**config.mk**
```make
export PLATFORM = sky130hd
export DESIGN_NAME = sha256_digest_streamer_flat
export DESIGN_NICKNAME = d
export VERILOG_FILES = /design/src/rtl/sha256_digest_streamer_if.sv /design/src/rtl/sha256_digest_streamer.sv /design/src/flat_wrapper.sv
export SDC_FILE = /design/constraint.sdc
export NUM_CORES = 1
export LEC_CHECK = 0
export ABC_AREA = 1
export BUFFER_PORTS_ARGS = -buffer_cell sky130_fd_sc_hd__clkbuf_2
export CORE_UTILIZATION = 35
export CTS_CLUSTER_DIAMETER = 40
export CTS_CLUSTER_SIZE = 20
export DETAILED_ROUTE_END_ITERATION = 8
export GPL_TIMING_DRIVEN = 0
export PLACE_DENSITY = 0.54
export SLEW_MARGIN = 20
export SYNTH_ARGS = -nofsm -noshare
export SYNTH_HDL_FRONTEND = slang
export SYNTH_SLANG_ARGS = --single-unit
```
**constraint.sdc**
```tcl
create_clock -name clk -period 2.6 [get_ports clk]
set_clock_uncertainty 0.2 [all_clocks]
set_input_delay 0.52 -clock clk [delete_from_list [all_inputs] [get_ports clk]]
set_output_delay 0.52 -clock clk [all_outputs]
set_load 0.1 [all_outputs]
```
**src/rtl/sha256_digest_streamer_if.sv**
```systemverilog
// Byte stream carrying a serialised digest from the streamer to its sink.
interface sha256_digest_streamer_if;
  logic [7:0] out_data;
  logic       out_valid;
  logic       out_ready;
  logic       out_last;

  modport master (
    output out_data,
    output out_valid,
    output out_last,
    input  out_ready
  );

  modport slave (
    input  out_data,
    input  out_valid,
    input  out_last,
    output out_ready
  );
endinterface

```
**src/rtl/sha256_digest_streamer.sv**
```systemverilog
// Serialises a 256-bit SHA-256 digest onto a valid/ready byte stream,
// either as 32 raw bytes or as 64 lowercase ASCII hex characters.
// A rising edge of hash_done captures a new digest; replay resends the
// last captured one. All stream outputs come straight from flops.
module sha256_digest_streamer #(
  parameter int HEX_MODE = 0
) (
  input  logic                            clk,
  input  logic                            rst,
  input  logic [255:0]                    hash_in,
  input  logic                            hash_done,
  input  logic                            replay,
  sha256_digest_streamer_if.master        stream,
  output logic                            busy
);

  localparam logic [5:0] LAST_IDX = (HEX_MODE != 0) ? 6'd63 : 6'd31;

  typedef enum logic {
    IDLE,
    SEND
  } state_t;

  state_t       state;
  state_t       state_next;
  logic         done_prev;
  logic         done_rise;
  logic         valid_digest;
  logic         valid_digest_next;
  logic [255:0] holding;
  logic [255:0] holding_next;
  logic [5:0]   beat_cnt;
  logic [5:0]   beat_next;
  logic [5:0]   beat_inc;
  logic [7:0]   data_q;
  logic [7:0]   data_next;
  logic         valid_q;
  logic         valid_next;
  logic         last_q;
  logic         last_next;

  // Symbol emitted for a given beat: a raw byte, or one hex character
  // (high nibble on even beats, low nibble on odd beats).
  function automatic logic [7:0] symbol_at(input logic [255:0] digest,
                                           input logic [5:0]   idx);
    logic [4:0]   byte_idx;
    logic [255:0] shifted;
    logic [7:0]   byte_val;
    logic [3:0]   nib;
    byte_idx = (HEX_MODE != 0) ? idx[5:1] : idx[4:0];
    shifted  = digest << {byte_idx, 3'b000};
    byte_val = shifted[255:248];
    nib      = idx[0] ? byte_val[3:0] : byte_val[7:4];
    if (HEX_MODE == 0) begin
      return byte_val;
    end
    if (nib < 4'd10) begin
      return 8'h30 + {4'h0, nib};
    end
    return 8'h57 + {4'h0, nib};
  endfunction

  assign done_rise = hash_done & ~done_prev;
  assign beat_inc  = beat_cnt + 6'd1;

  // Next-state and next-output logic; only a fresh rising edge of hash_done
  // or a replay of an already captured digest can start a transmission.
  always_comb begin
    state_next        = state;
    valid_digest_next = valid_digest;
    holding_next      = holding;
    beat_next         = beat_cnt;
    data_next         = data_q;
    valid_next        = valid_q;
    last_next         = last_q;
    case (state)
      IDLE: begin
        if (done_rise) begin
          holding_next      = hash_in;
          valid_digest_next = 1'b1;
          beat_next         = 6'd0;
          data_next         = symbol_at(hash_in, 6'd0);
          valid_next        = 1'b1;
          last_next         = 1'b0;
          state_next        = SEND;
        end else if (replay && valid_digest) begin
          beat_next  = 6'd0;
          data_next  = symbol_at(holding, 6'd0);
          valid_next = 1'b1;
          last_next  = 1'b0;
          state_next = SEND;
        end
      end
      SEND: begin
        if (stream.out_ready) begin
          if (beat_cnt == LAST_IDX) begin
            valid_next = 1'b0;
            last_next  = 1'b0;
            state_next = IDLE;
          end else begin
            beat_next = beat_inc;
            data_next = symbol_at(holding, beat_inc);
            last_next = (beat_inc == LAST_IDX);
          end
        end
      end
      default: begin
        state_next = IDLE;
        valid_next = 1'b0;
        last_next  = 1'b0;
      end
    endcase
  end

  // State, digest holding register and registered stream outputs.
  always_ff @(posedge clk) begin
    if (rst) begin
      state        <= IDLE;
      done_prev    <= 1'b0;
      valid_digest <= 1'b0;
      holding      <= '0;
      beat_cnt     <= 6'd0;
      data_q       <= 8'h00;
      valid_q      <= 1'b0;
      last_q       <= 1'b0;
    end else begin
      state        <= state_next;
      done_prev    <= hash_done;
      valid_digest <= valid_digest_next;
      holding      <= holding_next;
      beat_cnt     <= beat_next;
      data_q       <= data_next;
      valid_q      <= valid_next;
      last_q       <= last_next;
    end
  end

  assign stream.out_data  = data_q;
  assign stream.out_valid = valid_q;
  assign stream.out_last  = last_q;
  assign busy             = (state == SEND);

endmodule

```
**src/flat_wrapper.sv**
```systemverilog
// flat-port wrapper written by rule: the top's interface ports become plain ports
module sha256_digest_streamer_flat 
#(
  parameter int HEX_MODE = 0
)
  (clk, rst, hash_in, hash_done, replay, busy, stream_out_data, stream_out_valid, stream_out_last, stream_out_ready);
  sha256_digest_streamer_if stream_i ();
  input  logic clk;
  input  logic rst;
  input  logic [255:0] hash_in;
  input  logic hash_done;
  input  logic replay;
  output logic busy;
  output wire logic [$bits(stream_i.out_data)-1:0] stream_out_data;
  output wire logic [$bits(stream_i.out_valid)-1:0] stream_out_valid;
  output wire logic [$bits(stream_i.out_last)-1:0] stream_out_last;
  input wire logic [$bits(stream_i.out_ready)-1:0] stream_out_ready;
  assign stream_out_data = stream_i.out_data;
  assign stream_out_valid = stream_i.out_valid;
  assign stream_out_last = stream_i.out_last;
  assign stream_i.out_ready = stream_out_ready;
  sha256_digest_streamer #(.HEX_MODE(HEX_MODE)) u_core (.clk(clk), .rst(rst), .hash_in(hash_in), .hash_done(hash_done), .replay(replay), .stream(stream_i), .busy(busy));
endmodule
```
==> flow_metrics.tcl, run 1 <==
set metrics [dict create \
    hp-class "input pin to flip-flop" \
    worstPathRequired_ns 2.83 \
    die_x_um 191 \
    die_h_um 191 \
    final_core_util_pct 45.8 \
    slew_violations 0 \
    synth_ff_type "dfxtp_1" \
    cts_sinks 275 \
    power_density_mw_per_mm2 820 \
    maxCapViolations 0 \
    diodes 0 \
    synth_top_area_share_pct 43.8 \
    slew_headroom_pct 48.9 \
    pre_cts_slack_ns -0.856 \
    port_buffers 270 \
    cts_tree "built" \
    post-dp-hpwl_um 35500 \
    peakVddDrop_mv 0.405 \
    core_area_mm2 0.0354 \
    htreeDepth 2 \
    crit_chain "buf_6, inv_6, buf_8, ha_4, inv_2, clkbuf_16, buf_8, o211ai_1, nand3_1, nand3_1, nand2_1, nand2_1, nand3_1, nand2_1, inv_1" \
    area_growth_pct 29.0 \
    num_vias 12900 \
    postSynth.asyncResetShare_pct 0 \
    synth_edf_count 0 \
    cts_max_path_buffers 3 \
    yosys.cell_types.count 32 \
    overflow 0 \
    drt-initial-drc-count 964 \
    grt.total_usage_pct 24.7 \
    setup_violations 0 \
    clk_latency_ns 0.53 \
    ys_seq_area_share_pct 43.8 \
    ctsRootBufferMaster "clkbuf_16" \
    worst_pin_slew_ns 0.766 \
    layout.nets 2397 \
    cpPeakStageDelay_ns 0.35 \
    hold_viol 0 \
    via_per_inst 4.90 \
    cp_max_fo 13 \
    clk_pin_slew_ns 0.05 \
    fin_area_mm2 0.0162 \
    dieArea_mm2 0.0366 \
    cts_buffers 43 \
    crit_type "flip-flop to flip-flop" \
    grt_pass1_wl_um 68200 \
    pin_count 272 \
    multi_input_area_mm2 0.00540 \
    drive_gt1_share_pct 21.2 \
    avgSynthCellArea_um2 6.91 \
    antenna_found_initial 0 \
    critPathBufInv 7 \
    fin_total_pwr_w 0.0133 \
    critPathTopFamily "buffers and inverters" \
    period_minus_slack_ns 2.56 \
    ant_nets 0 \
    cp_slowest_cell "dfxtp_2" \
    outcome "complete, no violations" \
    layout.area.seq_mm2 0.00551 \
    fmax_mhz 391 \
    worstPathArrival_ns 2.78 \
    fill_cells 3779 \
    end_kind "flip-flop" \
    fin_crit_sh_pct 98.3 \
    ys_ff_latch 275 \
    wl_um 45800 \
    synth_warnings 0 \
    grt_max_degree 14 \
    synth_area_mm2 0.0126 \
    worst_slack_ns 0.0442 \
    synthCells 1817 \
    post_dp_cell_area_mm2 0.0145 \
    syn_nets 2080 \
    start_util_pct 35.5 \
    leakage_nw 7.41 \
    firstDrtPassIters 5 \
    drc_errors 0 \
    grt_pass1_vias 12200 \
    rows 69 \
    routedWlPerCell_um 17.4 \
    start_kind "flip-flop" \
    place_congestion 0.940 \
    ys_top_cells_by_area "dfxtp_1, a21oi_1, nand2_1" \
    synth_area_leader_cell "dfxtp_1" \
]
[metal layers]
layer	wire length (um)	GRT usage, %	up-vias
met2	20400	39.5	419
met5	0	0	-
met4	1500	8.94	0
met1	21100	34.1	5842
li1	-	-	6534
met3	2760	2.85	88
[path summary, 6_finish.rpt]
path	from	slack, ns	to	cells after the start
worst min-delay path	hash_in[33]	0.03	u_core.holding[33]	3
worst max-delay path	u_core.beat_cnt[0]	0.04	u_core.stream.out_data[2]	15
worst max register to register	u_core.beat_cnt[0]	0.04	u_core.stream.out_data[2]	15
worst min register to register	u_core.holding[85]	0.25	u_core.holding[85]	2
[per-stage QoR]
step	std cells	TNS, ns	hold slack (ns)
3_3_place_gp	2548	-6.62	0.239
4_1_cts	2626	0	0.0163
6_report	2628	0	0.0321
5_1_grt	2628	-0.00252	0.0394
3_5_place_dp	2548	-7.49	0.244
2_1_floorplan	1817	0	0.229
[worst reg2reg max path, stage by stage (launching register included)]
cell       delay (ns)
dfxtp_2          0.35
buf_6            0.16
inv_6            0.08
buf_8            0.16
ha_4             0.30
inv_2            0.05
clkbuf_16        0.16
buf_8            0.16
o211ai_1         0.15
nand3_1          0.19
nand3_1          0.11
nand2_1          0.07
nand2_1          0.09
nand3_1          0.12
nand2_1          0.08
inv_1            0.03
[power breakdown]
group          switching, W  leakage (nW)  internal (W)  total [W]
registers         0.0000949          2.27       0.00457    0.00466
clock network       0.00205         0.756       0.00414    0.00619
logic               0.00164          4.38      0.000791    0.00243
[layout make-up]
cell class              instances  area share (%)
inverters                     268            6.25
flip-flops and latches        275            34.0
multi-input cells            1135            33.3
plain buffers                 138            4.68
clock buffers                  57            7.66
clock inverters                21            1.98
repair buffers                273            8.57
well taps                     461            3.56
[logic make-up after synthesis]
kind of cell,share of synthesized area (%)
adder cells (fa/ha/maj),0.199
XOR/XNOR,0.329
flip-flops,43.8
buffers and inverters,13.5
AO/OA/AOI/OAI,21.3
AND/OR/NAND/NOR,20.9
[cell usage after synthesis, types with 2 or more instances]
master / n
a21oi_1: 265
buf_1: 2
buf_2: 66
buf_6: 7
clkbuf_1: 62
dfxtp_1: 275
ha_1: 2
inv_1: 259
inv_2: 8
nand2_1: 338
nand3_1: 221
nand3_2: 4
nand4_2: 2
nor2_1: 32
nor3_1: 2
o211ai_1: 8
o21ai_0: 62
o21ai_1: 188
[cells in the final DEF (no fill, tap or decap), drive strengths merged]
cell type	Yosys	final
nand2	339	339
a21oi	266	266
nand3	226	226
bufinv	0	8
clkinvlp	0	5
dlygate4sd3	0	1
o211ai	8	8
nor3	2	2
inv	268	269
nand3b	1	1
ha	2	2
dfxtp	275	275
dlygate4sd1	1	1
clkbuf	63	384
xor2	2	2
buf	75	82
o21a	1	1
o21ai	251	251
nand4	2	2
clkinv	0	7
o31ai	1	1
nor2	33	33
xnor2	1	1
[registers in the layout, indices dropped and copies added (netlist names)]
signal,cells
u_core.beat_cnt,6
u_core.busy,1
u_core.done_prev,1
u_core.holding,256
u_core.stream.out_data,8
u_core.stream.out_last,1
u_core.stream.out_valid,1
u_core.valid_digest,1
[repair_timing]
| action | in CTS | in global routing |
|---|---|---|
| buffers inserted | 0 | 2 |
| setup endpoints to repair | 9 | 9 |
| endpoints found under the hold margin | 1 | 0 |
| pin swaps | 2 | 5 |
| hold buffers | 1 | 0 |
| resized for setup | 25 | 31 |
Power figures use the tool's default switching activity.
==> inputs of run 2 (changes only) <==
CORE_UTILIZATION = 42   (was 35)
HOLD_SLACK_MARGIN = 0.12   (was unset)
PLACE_DENSITY = 0.63   (was 0.54)
==> flow_metrics.tcl, run 2 (synthesized netlist as in run 1, its figures left out) <==
set metrics [dict create \
    pin_count 272 \
    area_growth_pct 44.2 \
    crit_chain "buf_6, inv_4, buf_8, ha_4, inv_2, clkbuf_16, buf_4, nand3_1, nand3_1, nand3_1, nand2_1, nand2_1, nand3_1, nand2_1, inv_1" \
    place_congestion 0.908 \
    core_area_mm2 0.0291 \
    cts_max_path_buffers 3 \
    cts_tree "built" \
    htreeDepth 2 \
    diodes 0 \
    drive_gt1_share_pct 19.1 \
    slew_violations 0 \
    layout_commonest_cell "nand2_1" \
    rows 62 \
    start_util_pct 43.2 \
    regMostFlops "u_core.holding" \
    most-common-layout-cells "nand2_1, dfxtp_1, clkbuf_2" \
    end_kind "flip-flop" \
    crit_type "flip-flop to flip-flop" \
    grt_pass1_wl_um 72900 \
    cp_slowest_cell "dfxtp_2" \
    peakVddDrop_mv 0.466 \
    leakage_nw 8.23 \
    period_minus_slack_ns 2.52 \
    wl_um 47800 \
    routedWlPerCell_um 17.3 \
    cts_buffers 39 \
    post-dp-hpwl_um 33200 \
    clk_pin_slew_ns 0.05 \
    setup_violations 0 \
    final_core_util_pct 62.3 \
    maxCapViolations 0 \
    grt_setup_unrepaired "false" \
    fin_crit_sh_pct 97.1 \
    layout.nets 2614 \
    clk_latency_ns 0.53 \
    path_common_cell "nand3_1" \
    overflow 0 \
    antenna_found_initial 0 \
    cts_sinks 275 \
    outcome "complete, no violations" \
    fmax_mhz 396 \
    worstPathRequired_ns 2.87 \
    reg2reg_slack_ns 0.08 \
    ctsRootBufferMaster "clkbuf_16" \
    drc_errors 0 \
    grt_pass1_vias 13900 \
    die_h_um 175 \
    largest_reg_flops 256 \
    critPathTopFamily "buffers and inverters" \
    hold_viol 0 \
    fill_cells 2636 \
    grt.total_usage_pct 30.8 \
    pre_cts_slack_ns -0.778 \
    die_x_um 175 \
    fin_total_pwr_w 0.0129 \
    port_buffers 270 \
    hp-class "input pin to flip-flop" \
    power_density_mw_per_mm2 712 \
    drt-initial-drc-count 1114 \
    cpPeakStageDelay_ns 0.32 \
    cp_max_fo 13 \
    ant_nets 0 \
    critPathBufInv 7 \
    worst_slack_ns 0.0764 \
    firstDrtPassIters 7 \
    slew_headroom_pct 45.8 \
    num_vias 14200 \
    via_per_inst 5.13 \
    worst_pin_slew_ns 0.813 \
    dieArea_mm2 0.0306 \
    worstPathArrival_ns 2.79 \
    grt_max_degree 14 \
    start_kind "flip-flop" \
]
-- run 2: changes by cell type in the layout (fill, tap and decap cells not counted), moves of 2 or more --
cell	previous run	this run
clkinv_2	7	3
bufinv_16	8	5
clkinv_4	0	6
nand2_2	3	1
clkbuf_16	46	41
clkbuf_8	7	5
clkbuf_1	55	51
buf_4	4	7
dlygate4sd3_1	1	220
inv_6	2	4
nand2_1	335	337
-- run 2: path summary, 6_finish.rpt --
path | startpoint | endpoint | depth (start not counted)
setup / recovery | u_core.beat_cnt[0] | u_core.stream.out_data[6] | 15
hold / removal | hash_in[94] | u_core.holding[94] | 3
setup reg to reg | u_core.beat_cnt[0] | u_core.stream.out_data[6] | 15
hold reg to reg | u_core.holding[98] | u_core.holding[98] | 2
-- run 2: cell type report --
class	count	area, um^2	area share [%]
Tap cell	384	480	2.65
Buffer	138	753	4.16
Inverter	268	1010	5.58
Sequential cell	275	5510	30.4
Timing Repair Buffer	494	3600	19.8
Clock buffer	45	1060	5.85
Clock inverter	25	318	1.75
Multi-Input combinational cell	1135	5390	29.8
-- run 2: worst register-to-register path, cell delays in order (launching register included) --
cell	delay, ns
dfxtp_2	0.32
buf_6	0.13
inv_4	0.14
buf_8	0.19
ha_4	0.23
inv_2	0.07
clkbuf_16	0.16
buf_4	0.21
nand3_1	0.13
nand3_1	0.10
nand3_1	0.17
nand2_1	0.13
nand2_1	0.06
nand3_1	0.09
nand2_1	0.07
inv_1	0.06
-- run 2: report_power, final --
part           switching [W]  internal, W
registers          0.0000969      0.00457
logic                0.00170      0.00100
clock network        0.00208      0.00347
-- run 2: metrics by stage --
stage | hold WS [ns] | instance area, um^2 | cells | TNS [ns]
global placement | 0.238 | 14400 | 2471 | -5.67
CTS | 0.121 | 18000 | 2760 | 0
global route | 0.128 | 18100 | 2764 | 0
finish | 0.108 | 18100 | 2764 | 0
floorplan | 0.229 | 12600 | 1817 | 0
detailed placement | 0.242 | 14400 | 2471 | -6.11
-- run 2: repair_timing --
item                                    CTS  global route
gates resized for setup                  26            22
buffers inserted                          0             4
pin swaps                                 2             3
endpoints found under the setup margin    9             9
endpoints found under the hold margin   220             0
hold buffers                            220             0
-- run 2: layer usage --
metal  routed length [um]  GRT usage [%]
met2                21900           51.5
met4                 2020           13.6
met5                    0              0
met3                 3360           4.44
met1                20600           39.4
==> inputs of run 3 (changes only) <==
==> constraint.sdc (replaced) <==
create_clock -name clk -period 2.6 [get_ports clk]
set_clock_uncertainty 0.2 [all_clocks]
set_input_delay 0.26 -clock clk [delete_from_list [all_inputs] [get_ports clk]]
set_output_delay 0.26 -clock clk [all_outputs]
set_load 0.1 [all_outputs]
==> flow_metrics.tcl, run 3 (synthesized netlist as in run 1, its figures left out) <==
set metrics [dict create \
    outcome "complete, no violations" \
    core_area_mm2 0.0291 \
    rows 62 \
    final_core_util_pct 63.7 \
    die_x_um 175 \
    layout.nets 2655 \
    drc_errors 0 \
    pin_count 272 \
    diodes 0 \
    cts_max_path_buffers 3 \
    cpPeakStageDelay_ns 0.32 \
    crit_type "flip-flop to flip-flop" \
    hp-start "u_core.holding[14]" \
    die_h_um 175 \
    dieArea_mm2 0.0306 \
    area_growth_pct 47.5 \
    wl_um 50000 \
    drive_gt1_share_pct 18.7 \
    hp-class "flip-flop to flip-flop" \
    regMostFlops "u_core.holding" \
    cp_slowest_cell "dfxtp_2" \
    critPathTopFamily "buffers and inverters" \
    critPathBufInv 7 \
    period_minus_slack_ns 2.54 \
    clk_latency_ns 0.52 \
    worstPathRequired_ns 2.87 \
    worst_pin_slew_ns 0.842 \
    clk_pin_slew_ns 0.05 \
    start_kind "flip-flop" \
    slew_headroom_pct 43.9 \
    post-dp-hpwl_um 33200 \
    multi_input_area_mm2 0.00539 \
    largest_reg_flops 256 \
    cp_max_fo 13 \
    num_vias 14500 \
    min_to "u_core.holding[14]" \
    worst_slack_ns 0.0570 \
    port_buffers 270 \
    reg2reg_slack_ns 0.06 \
    post_dp_cell_area_mm2 0.0144 \
    ant_nets 0 \
    grt.total_usage_pct 32.0 \
    maxCapViolations 0 \
    globalRouteMet3Util_pct 4.79 \
    leakage_nw 8.40 \
    fill_cells 2555 \
    slew_violations 0 \
    overflow 0 \
    antenna_found_initial 0 \
    place_congestion 0.908 \
    timing.rr.start "u_core.beat_cnt[0]" \
    power_density_mw_per_mm2 702 \
    cts_buffers 39 \
    routedWlPerCell_um 17.8 \
    path_common_cell "nand3_1" \
    via_per_inst 5.18 \
    fin_area_mm2 0.0185 \
    global_route.usage.met1_pct 40.9 \
    end_kind "flip-flop" \
    worstReg2RegEnd "u_core.stream.out_data[6]" \
    ctsRootBufferMaster "clkbuf_16" \
    cts_tree "built" \
    pre_cts_slack_ns -0.778 \
    crit_chain "buf_6, inv_4, buf_8, ha_4, inv_2, clkbuf_16, buf_4, nand3_1, nand3_1, nand3_1, nand2_1, nand2_1, nand3_1, nand2_1, inv_1" \
    grt_pass1_wl_um 75800 \
    most-common-layout-cells "nand2_1, dfxtp_1, clkbuf_2" \
    setup_violations 0 \
    worstPathArrival_ns 2.81 \
    drt-initial-drc-count 1298 \
    layout.area.seq_mm2 0.00551 \
    whs_path_depth 2 \
    fin_total_pwr_w 0.0130 \
    layout_commonest_cell "nand2_1" \
    fin_crit_sh_pct 97.8 \
    fmax_mhz 393 \
    cts_sinks 275 \
    ff2ff_path_depth 15 \
    firstDrtPassIters 5 \
    grt_setup_unrepaired "false" \
    peakVddDrop_mv 0.468 \
    grt_max_degree 14 \
    grt_pass1_vias 14300 \
    whs_ns 0.252 \
    globalRouteMet2Util_pct 53.0 \
    hold_viol 0 \
    htreeDepth 2 \
    start_util_pct 43.2 \
    grt.busiest_layer "met2" \
]
## run 3: routing by layer
layer,wire (um),share of wire (%)
met5,0,0
met4,2320,4.6
met3,3640,7.3
met2,22800,46
met1,21300,42
## run 3: cell type report
| type | instances | area share [%] |
|---|---|---|
| inverters | 268 | 5.46 |
| multi-input cells | 1135 | 29.1 |
| repair buffers | 535 | 21.6 |
| well taps | 384 | 2.59 |
| plain buffers | 138 | 4.06 |
| flip-flops and latches | 275 | 29.7 |
| clock inverters | 25 | 1.72 |
| clock buffers | 45 | 5.72 |
## run 3: repair_timing
item | in CTS | in global routing
endpoints found under the hold margin | 271 | 0
resized for setup | 26 | 20
pin swaps | 2 | 3
hold buffers | 261 | 0
buffers inserted | 0 | 4
setup endpoints to repair | 9 | 8
## run 3: how the worst max path moves through the flow
stage / startpoint / endpoint / slack (ns) / depth (start not counted)
6_report: u_core.beat_cnt[0] / u_core.stream.out_data[6] / 0.06 / 15
3_5_place_dp: u_core.beat_cnt[0] / u_core.stream.out_data[6] / -0.78 / 16
3_3_place_gp: u_core.beat_cnt[0] / u_core.stream.out_data[1] / -0.73 / 16
5_1_grt: u_core.beat_cnt[0] / u_core.stream.out_data[4] / 0.01 / 15
4_1_cts: u_core.beat_cnt[0] / u_core.stream.out_data[1] / 0.006 / 15
2_1_floorplan: u_core.busy / u_core.holding[213] / 0.17 / 6
## run 3: report_power, final
part	internal (W)	switching [W]
clock network	0.00347	0.00210
registers	0.00457	0.0000992
logic	0.00104	0.00173
## run 3: worst min-delay path: stages, from the launching register on
cell and delay (ns):
dfxtp_1 0.30, inv_1 0.06, a21oi_1 0.05
## run 3: through the flow
step	cells	TNS, ns
finish	2805	0
global route	2805	0
CTS	2801	0
detailed placement	2471	-6.09
global placement	2471	-5.66
floorplan	1817	0
